==> config.mk <==
export PLATFORM = sky130hd
export DESIGN_NAME = act_skew_feeder
export DESIGN_NICKNAME = d
export VERILOG_FILES = /design/src/rtl/act_skew_feeder_pkg.sv /design/src/rtl/act_skew_feeder_skew_delay_line.sv /design/src/rtl/act_skew_feeder.sv
export SDC_FILE = /design/constraint.sdc
export NUM_CORES = 1
export LEC_CHECK = 0
export BUFFER_PORTS_ARGS = -buffer_cell sky130_fd_sc_hd__buf_2
export CAP_MARGIN = 15
export CELL_PAD_IN_SITES_DETAIL_PLACEMENT = 0
export CELL_PAD_IN_SITES_GLOBAL_PLACEMENT = 1
export CORE_UTILIZATION = 43
export CTS_BUF_LIST = sky130_fd_sc_hd__clkbuf_8
export CTS_CLUSTER_SIZE = 40
export DETAILED_ROUTE_END_ITERATION = 8
export GPL_TIMING_DRIVEN = 0
export PLACE_DENSITY = 0.82
export SLEW_MARGIN = 20
export SYNTH_ARGS = -nofsm -noshare
export SYNTH_HDL_FRONTEND = slang
export SYNTH_HIERARCHICAL = 1
export SYNTH_SLANG_ARGS = --single-unit
==> constraint.sdc <==
create_clock -name clk -period 2.4 [get_ports clk]
set_clock_uncertainty 0.2 [all_clocks]
set_input_delay 0.36 -clock clk [delete_from_list [all_inputs] [get_ports clk]]
set_output_delay 0.36 -clock clk [all_outputs]
set_load 0.03 [all_outputs]
==> src/rtl/act_skew_feeder_pkg.sv <==
// Shared sizing defaults and FSM state encoding for the activation skew feeder.
package act_skew_feeder_pkg;

    localparam int DEF_DATASIZE = 8;
    localparam int DEF_ROWS     = 4;
    localparam int DEF_CNT_W    = 16;

    typedef enum logic [1:0] {
        IDLE   = 2'd0,
        STREAM = 2'd1,
        DRAIN  = 2'd2
    } state_e;

endpackage

==> src/rtl/act_skew_feeder_skew_delay_line.sv <==
// DEPTH-stage shift register of {valid, data}; one instance per lane sets that lane's skew.
module skew_delay_line #(
    parameter int DATASIZE = 8,
    parameter int DEPTH    = 1
) (
    input  logic                clk,
    input  logic                rst,
    input  logic                in_valid,
    input  logic [DATASIZE-1:0] in_data,
    output logic                out_valid,
    output logic [DATASIZE-1:0] out_data
);

    logic [DEPTH-1:0]               valid_r;
    logic [DEPTH-1:0][DATASIZE-1:0] data_r;

    // Shift the {valid, data} pair one stage per clock.
    always_ff @(posedge clk) begin
        if (rst) begin
            valid_r <= {DEPTH{1'b0}};
            data_r  <= {(DEPTH*DATASIZE){1'b0}};
        end else begin
            valid_r[0] <= in_valid;
            data_r[0]  <= in_data;
            for (int i = 1; i < DEPTH; i++) begin
                valid_r[i] <= valid_r[i-1];
                data_r[i]  <= data_r[i-1];
            end
        end
    end

    assign out_valid = valid_r[DEPTH-1];
    assign out_data  = data_r[DEPTH-1];

endmodule

==> src/rtl/act_skew_feeder.sv <==
// Stages activation vectors into the PE rows with a per-row skew of r+1 cycles,
// tracking tile boundaries and pulsing done once the last row has emitted.
module act_skew_feeder
    import act_skew_feeder_pkg::*;
#(
    parameter int DATASIZE = DEF_DATASIZE,
    parameter int ROWS     = DEF_ROWS,
    parameter int CNT_W    = DEF_CNT_W
) (
    input  logic                     clk,
    input  logic                     rst,
    input  logic [ROWS*DATASIZE-1:0] in_act,
    input  logic                     in_valid,
    input  logic                     in_last,
    output logic                     in_ready,
    output logic [ROWS*DATASIZE-1:0] out_left_act,
    output logic [ROWS-1:0]          out_act_valid,
    output logic                     busy,
    output logic                     done,
    output logic [CNT_W-1:0]         beat_cnt
);

    localparam int DRAIN_W = (ROWS > 2) ? $clog2(ROWS) : 1;

    state_e             state_r;
    logic [DRAIN_W-1:0] drain_cnt_r;
    logic [CNT_W-1:0]   beat_cnt_r;
    logic               in_ready_r;
    logic               busy_r;
    logic               done_r;
    logic               accept_s;

    assign accept_s = in_valid & in_ready_r;

    // Tile FSM: handshake, drain countdown, beat counter and registered status outputs.
    always_ff @(posedge clk) begin
        if (rst) begin
            state_r     <= IDLE;
            drain_cnt_r <= {DRAIN_W{1'b0}};
            beat_cnt_r  <= {CNT_W{1'b0}};
            in_ready_r  <= 1'b1;
            busy_r      <= 1'b0;
            done_r      <= 1'b0;
        end else begin
            done_r <= 1'b0;
            case (state_r)
                IDLE, STREAM: begin
                    if (accept_s) begin
                        beat_cnt_r <= beat_cnt_r + {{(CNT_W-1){1'b0}}, 1'b1};
                        busy_r     <= 1'b1;
                        if (in_last) begin
                            state_r     <= DRAIN;
                            drain_cnt_r <= DRAIN_W'(ROWS - 1);
                            in_ready_r  <= 1'b0;
                        end else begin
                            state_r <= STREAM;
                        end
                    end
                end
                DRAIN: begin
                    // done is raised one edge early so it lands on the final DRAIN cycle.
                    if (drain_cnt_r == {DRAIN_W{1'b0}}) begin
                        state_r    <= IDLE;
                        in_ready_r <= 1'b1;
                        busy_r     <= 1'b0;
                        beat_cnt_r <= {CNT_W{1'b0}};
                    end else begin
                        drain_cnt_r <= drain_cnt_r - {{(DRAIN_W-1){1'b0}}, 1'b1};
                        if (drain_cnt_r == {{(DRAIN_W-1){1'b0}}, 1'b1}) begin
                            done_r <= 1'b1;
                        end
                    end
                end
                default: begin
                    state_r     <= IDLE;
                    drain_cnt_r <= {DRAIN_W{1'b0}};
                    beat_cnt_r  <= {CNT_W{1'b0}};
                    in_ready_r  <= 1'b1;
                    busy_r      <= 1'b0;
                end
            endcase
        end
    end

    assign in_ready = in_ready_r;
    assign busy     = busy_r;
    assign done     = done_r;
    assign beat_cnt = beat_cnt_r;

    // Non-accepted cycles push zero data with valid low, so bubbles stay zero on the PE side.
    for (genvar r = 0; r < ROWS; r++) begin : g_lane
        logic [DATASIZE-1:0] lane_data_s;

        assign lane_data_s = accept_s ? in_act[r*DATASIZE +: DATASIZE] : {DATASIZE{1'b0}};

        skew_delay_line #(
            .DATASIZE (DATASIZE),
            .DEPTH    (r + 1)
        ) u_delay (
            .clk       (clk),
            .rst       (rst),
            .in_valid  (accept_s),
            .in_data   (lane_data_s),
            .out_valid (out_act_valid[r]),
            .out_data  (out_left_act[r*DATASIZE +: DATASIZE])
        );
    end

endmodule

==> results_dict.tcl, run 1 <==
set metrics [dict create \
    critical_path_class "register to register" \
    tightest_slew_ps 742 \
    drt-pass1-iter-count 8 \
    drt-total-wl_mm 6.85 \
    powerDensity_nw_per_um2 770 \
    syn_nets 420 \
    cts_tree "done" \
    groute.usage.overall_pct 15.7 \
    min_path_type "input port to register" \
    synth_seq_cells 113 \
    maxCapViolations 0 \
    start_kind "register" \
    synth_top_area_share_pct 56.7 \
    die_h_um 98.3 \
    clk_pin_slew_ps 70 \
    synth-seq-area-share_pct 56.7 \
    place_hpwl_mm 4.75 \
    crit_path_max_fanout 10 \
    grt_pass1_vias 2645 \
    clock_latency_ps 410 \
    total_power_mw 3.80 \
    h-tree-depth 4 \
    power_leakage_nw 2.32 \
    rsz0062_at_grt "no" \
    postSynth.asyncResetShare_pct 0 \
    gp_congestion 0.778 \
    antenna_left 0 \
    synth.avg_cell_area_um2 10.5 \
    clockBufferDepth 2 \
    netlist-cell-type-count 38 \
    crit_arrival_ps 2190 \
    crit_path_end_kind "register" \
    remaining_drc_errors 3 \
    drive_above_1_share_pct 33.4 \
    start_util_pct 45.1 \
    finish.net_count 529 \
    yosys-top-cells-area "dfxtp_1, nor2b_1, and3_1" \
    fin_util_pct 55.8 \
    antenna_found_initial 0 \
    place_area_um2 4580 \
    final_common_cell "dfxtp_1" \
    grt_pass1_wl_mm 11.8 \
    synthToLayoutAreaGrowth_pct 23.7 \
    ir_drop_uv 342 \
    core-area_um2 8850 \
    cts_inserted_buffers 17 \
    status "finished with violations" \
    fin_area_um2 4940 \
    period_share_pct 88.1 \
    vias_per_cell 4.56 \
    cts_root_buffer "clkbuf_8" \
    max_slew_margin_pct 50.4 \
    numPortBuffers 90 \
    post_cts_buffers 0 \
    syn_inst 381 \
    post_drt_wl_per_cell_um 11.2 \
    grt_max_degree 38 \
    ios 91 \
    grt-ovfl-total 0 \
    num_vias 2789 \
    finalHoldViolCount 0 \
    final_cell_mix "dfxtp_1, buf_2, nor2b_1" \
    ys_warn_count 6 \
    rows 34 \
    synth_edf_count 0 \
    setup_violations 0 \
    drtIter0Drc 55 \
    die-area_um2 9670 \
    synth_top_area_cell "dfxtp_1" \
    min_period_ps 2120 \
    violations "DRC" \
    drv_slew 0 \
    diodes 0 \
    syn-cell-area_um2 3990 \
    worstPathRequired_ps 2470 \
    cts_resized 0 \
    die_x_um 98.3 \
    synthFlopType "dfxtp_1" \
    cts.sinks 113 \
    fmax_ghz 0.473 \
]
==> cell type report <==
cell class,count,area (µm²)
inverter,6,22.5
clock buffer,17,234
sequential,113,2260
timing repair buffer,91,460
buffer,41,288
fill,809,3910
clock inverter,15,121
multi-input combinational,220,1420
tap,108,135
==> routing by layer <==
metal,wire (µm),vias up,global-route usage [%]
met1,3150,1249,18.2
met2,3320,63,25.9
met3,284,10,4.87
met5,0,-,0
li1,-,1467,-
met4,98,0,8.73
==> worst paths after layout <==
path,from,to,slack (ps),depth (start not counted)
worst max-delay path,in_ready$_SDFFE_PP1P_,beat_cnt[14]$_SDFFE_PP0P_,280,5
worst min-delay path,in_act[14],g_lane[1].u_delay/data_r[6]$_SDFF_PP0_,100,3
worst min register to register,g_lane[2].u_delay/data_r[6]$_SDFF_PP0_,g_lane[2].u_delay/data_r[14]$_SDFF_PP0_,230,1
worst max register to register,in_ready$_SDFFE_PP1P_,beat_cnt[14]$_SDFFE_PP0P_,280,5
==> per-stage QoR <==
stage,TNS (ps),std cells,setup slack [ps],hold slack [ps]
2_1_floorplan,0,381,349,211
3_3_place_gp,-177,579,-24.9,213
3_5_place_dp,-487,579,-66.8,219
4_1_cts,0,612,181,68.7
5_1_grt,0,611,67.0,86.0
6_report,0,611,285,98.6
==> power breakdown <==
group	switching, mW	total, mW	internal [mW]
registers	0.0224	1.96	1.94
clock network	0.738	1.54	0.806
logic	0.168	0.300	0.132
==> critical path: stages (launching register included) <==
cell	delay (ps)
dfxtp_1	370
buf_2	230
and2_1	370
o21ai_0	290
o41ai_1	430
a21oi_1	100
==> flip-flops by register name, summed over array words and instances, names as in the netlist <==
name                      flops
g_lane.u_delay/data_r        48
drain_cnt_r                   2
g_lane.u_delay/valid_r        9
done                          1
state_r                       2
g_lane.u_delay/out_data      32
in_ready                      1
g_lane.u_delay/out_valid      1
busy                          1
beat_cnt                     16
==> cells in the mapped netlist, types with 4 or more instances <==
library cell / count
nand2_1: 10
buf_6: 5
o21ai_0: 4
and2b_2: 13
nor2_1: 12
xnor2_1: 7
dfxtp_1: 113
and3_1: 32
a21oi_1: 13
clkbuf_1: 10
inv_1: 6
or4_1: 4
nand3_1: 4
and2b_1: 7
o31ai_1: 4
nor2b_1: 72
buf_4: 25
==> timing repair <==
action	4_1_cts	5_1_grt
hold buffers	1	0
endpoints found under the hold margin	1	0
endpoints found under the setup margin	0	1
==> cell families (layout without fill, tap and decap cells) <==
logic type,after synthesis,count (layout),synth area share [%]
adder cells (fa/ha/maj),3,3,0.941
buffers and inverters,48,170,7.87
AND/OR/NAND/NOR,179,179,28.1
AO/OA/AOI/OAI,31,31,4.86
XOR/XNOR,7,7,1.54
flip-flops,113,113,56.7
(Power assumes the default switching activity.)
==> inputs of run 2 (changes only) <==
--- a/config.mk
+++ b/config.mk
@@ -9,12 +9,11 @@
 export CAP_MARGIN = 15
 export CELL_PAD_IN_SITES_DETAIL_PLACEMENT = 0
 export CELL_PAD_IN_SITES_GLOBAL_PLACEMENT = 1
-export CORE_UTILIZATION = 43
-export CTS_BUF_LIST = sky130_fd_sc_hd__clkbuf_8
+export CORE_UTILIZATION = 41
 export CTS_CLUSTER_SIZE = 40
 export DETAILED_ROUTE_END_ITERATION = 8
 export GPL_TIMING_DRIVEN = 0
-export PLACE_DENSITY = 0.82
+export PLACE_DENSITY = 0.79
 export SLEW_MARGIN = 20
 export SYNTH_ARGS = -nofsm -noshare
 export SYNTH_HDL_FRONTEND = slang
==> run 2 against run 1 <==
Against the previous run: the flow now finishes without violations; final cell count rose by 4.7%; sequential power barely moved; flip-flop and latch count did not move; die area rose by 4.8%; cell area rose by 6.8%; clock-buffer cell count rose by 2; utilization rose by 0.75 points; first-iteration DRC count rose by 47%; wire length rose by 6.4%; maximum frequency barely moved; global-route usage fell by 0.65 points; power rose by 24%; critical path type unchanged; critical endpoint unchanged; largest cell class unchanged; highest routed layer unchanged.
==> results_dict.tcl, run 2 (synthesized netlist as in run 1, its figures left out) <==
set metrics [dict create \
    path_buf_inv 0 \
    cts_inserted_buffers 17 \
    tns_ps 0 \
    synthToLayoutAreaGrowth_pct 32.2 \
    worstPathRequired_ps 2630 \
    crit_family "simple AND/OR/NAND/NOR gates" \
    hold_ws_ps 18.1 \
    use_met2_pct 24.8 \
    cts_tree "done" \
    crit_path_end_kind "register" \
    timing.final.ws_setup_ps 283 \
    place_ws_ps -83.3 \
    fin_area_um2 5280 \
    crit_path_max_fanout 6 \
    start_kind "register" \
    slowest_delay_ps 430 \
    die_x_um 101 \
    grt_max_degree 38 \
    drv_slew 0 \
    maxCapViolations 0 \
    die-area_um2 10100 \
    die_h_um 101 \
    layoutNonFillerInstCount 640 \
    critical_path_class "register to register" \
    groute.usage.overall_pct 15.1 \
    multi_input_area_um2 1420 \
    rows 35 \
    gp_congestion 0.706 \
    rsz0062_at_grt "no" \
    numPortBuffers 90 \
    drt-total-wl_mm 7.29 \
    grt_util_met1_pct 17.8 \
    status "completed" \
    grt_pass1_vias 2469 \
    cts.sinks 113 \
    place_hpwl_mm 4.92 \
    largest_reg_flops 48 \
    fmax_ghz 0.472 \
    dp.cells 600 \
    num_vias 2865 \
    diodes 0 \
    path_cells "ha_1 > nand3_1 > nor4_1 > or3b_1 > a21oi_1" \
    ir_drop_uv 512 \
    fin_util_pct 56.6 \
    antenna_found_initial 0 \
    min_period_ps 2120 \
    grtUsageMet3_pct 6.03 \
    setup_violations 0 \
    ios 91 \
    place_area_um2 4600 \
    h-tree-depth 4 \
    post_drt_wl_per_cell_um 11.4 \
    min_path_type "input port to register" \
    finalHoldViolCount 0 \
    largest-register "g_lane.u_delay/data_r" \
    crit_arrival_ps 2340 \
    grt-ovfl-total 0 \
    cts_root_buffer "clkbuf_8" \
    clk_pin_slew_ps 60 \
    crit_slowest_cell "dfxtp_1" \
    finish.net_count 537 \
    drt-pass1-iter-count 4 \
    antenna_left 0 \
    final_cell_mix "dfxtp_1, buf_2, nor2b_1" \
    clock_latency_ps 500 \
    powerDensity_nw_per_um2 894 \
    total_power_mw 4.72 \
    tightest_slew_ps 744 \
    drive_above_1_share_pct 32.9 \
    final_common_cell "dfxtp_1" \
    ff_latch_area_um2 2260 \
    core-area_um2 9330 \
    num-fill-cells 843 \
    remaining_drc_errors 0 \
    clockBufferDepth 2 \
    max_slew_margin_pct 50.3 \
    drtIter0Drc 81 \
    vias_per_cell 4.48 \
    period_share_pct 88.2 \
    power_leakage_nw 2.46 \
    grt-busiest-layer "met2" \
    grt_pass1_wl_mm 11.5 \
    start_util_pct 42.8 \
]
-- run 2: cell types whose count changed in the layout (fill, tap and decap cells not counted) --
| cell | change |
|---|---|
| bufinv_16 | +2 |
| clkinv_2 | -2 |
| clkbuf_8 | -15 |
| clkinvlp_4 | -2 |
| dlygate4sd3_1 | +7 |
| inv_1 | -1 |
| clkinv_4 | +1 |
| o21ai_1 | +1 |
| clkbuf_1 | +2 |
| o21ai_0 | -1 |
| clkbuf_16 | +16 |
-- run 2: path summary, 6_finish.rpt --
kind / from / end / slack, ps / cells after the start
worst max-delay path: beat_cnt[0]$_SDFFE_PP0P_ / beat_cnt[14]$_SDFFE_PP0P_ / 280 / 5
worst min-delay path: in_act[8] / g_lane[1].u_delay/data_r[0]$_SDFF_PP0_ / 20 / 3
worst max register to register: beat_cnt[0]$_SDFFE_PP0P_ / beat_cnt[14]$_SDFFE_PP0P_ / 280 / 5
worst min register to register: g_lane[1].u_delay/data_r[1]$_SDFF_PP0_ / g_lane[1].u_delay/out_data[1]$_SDFF_PP0_ / 230 / 1
-- run 2: area by class of cell --
class                      count  area share (%)
sequential                   113            42.9
multi-input combinational    220            26.8
timing repair buffer          98            10.1
clock buffer                  19            8.18
buffer                        42            5.53
clock inverter                13            3.06
tap                          129            3.06
inverter                       6           0.427
-- run 2: per-layer routing --
metal  wire [µm]  share of wire (%)
met4          60               0.82
met3         315                4.3
met2        3640                 50
met1        3270                 45
met5           0                  0
-- run 2: power breakdown --
part / internal, mW / switching (mW)
Combinational: 0.139 / 0.169
Sequential: 1.94 / 0.0229
Clock: 1.61 / 0.839
Total: 3.68 / 1.03
-- run 2: repair_timing --
action,in CTS,in global routing
setup buffers,0,0
hold endpoints to repair,8,0
hold buffers,8,0
resized for setup,0,1
setup endpoints to repair,0,1
-- run 2: worst min-delay path: cells and delay by family --
| family | cells | cell delay (ps) |
|---|---|---|
| AND/OR/NAND/NOR | 2 | 240 |
| buffers and inverters | 1 | 70 |
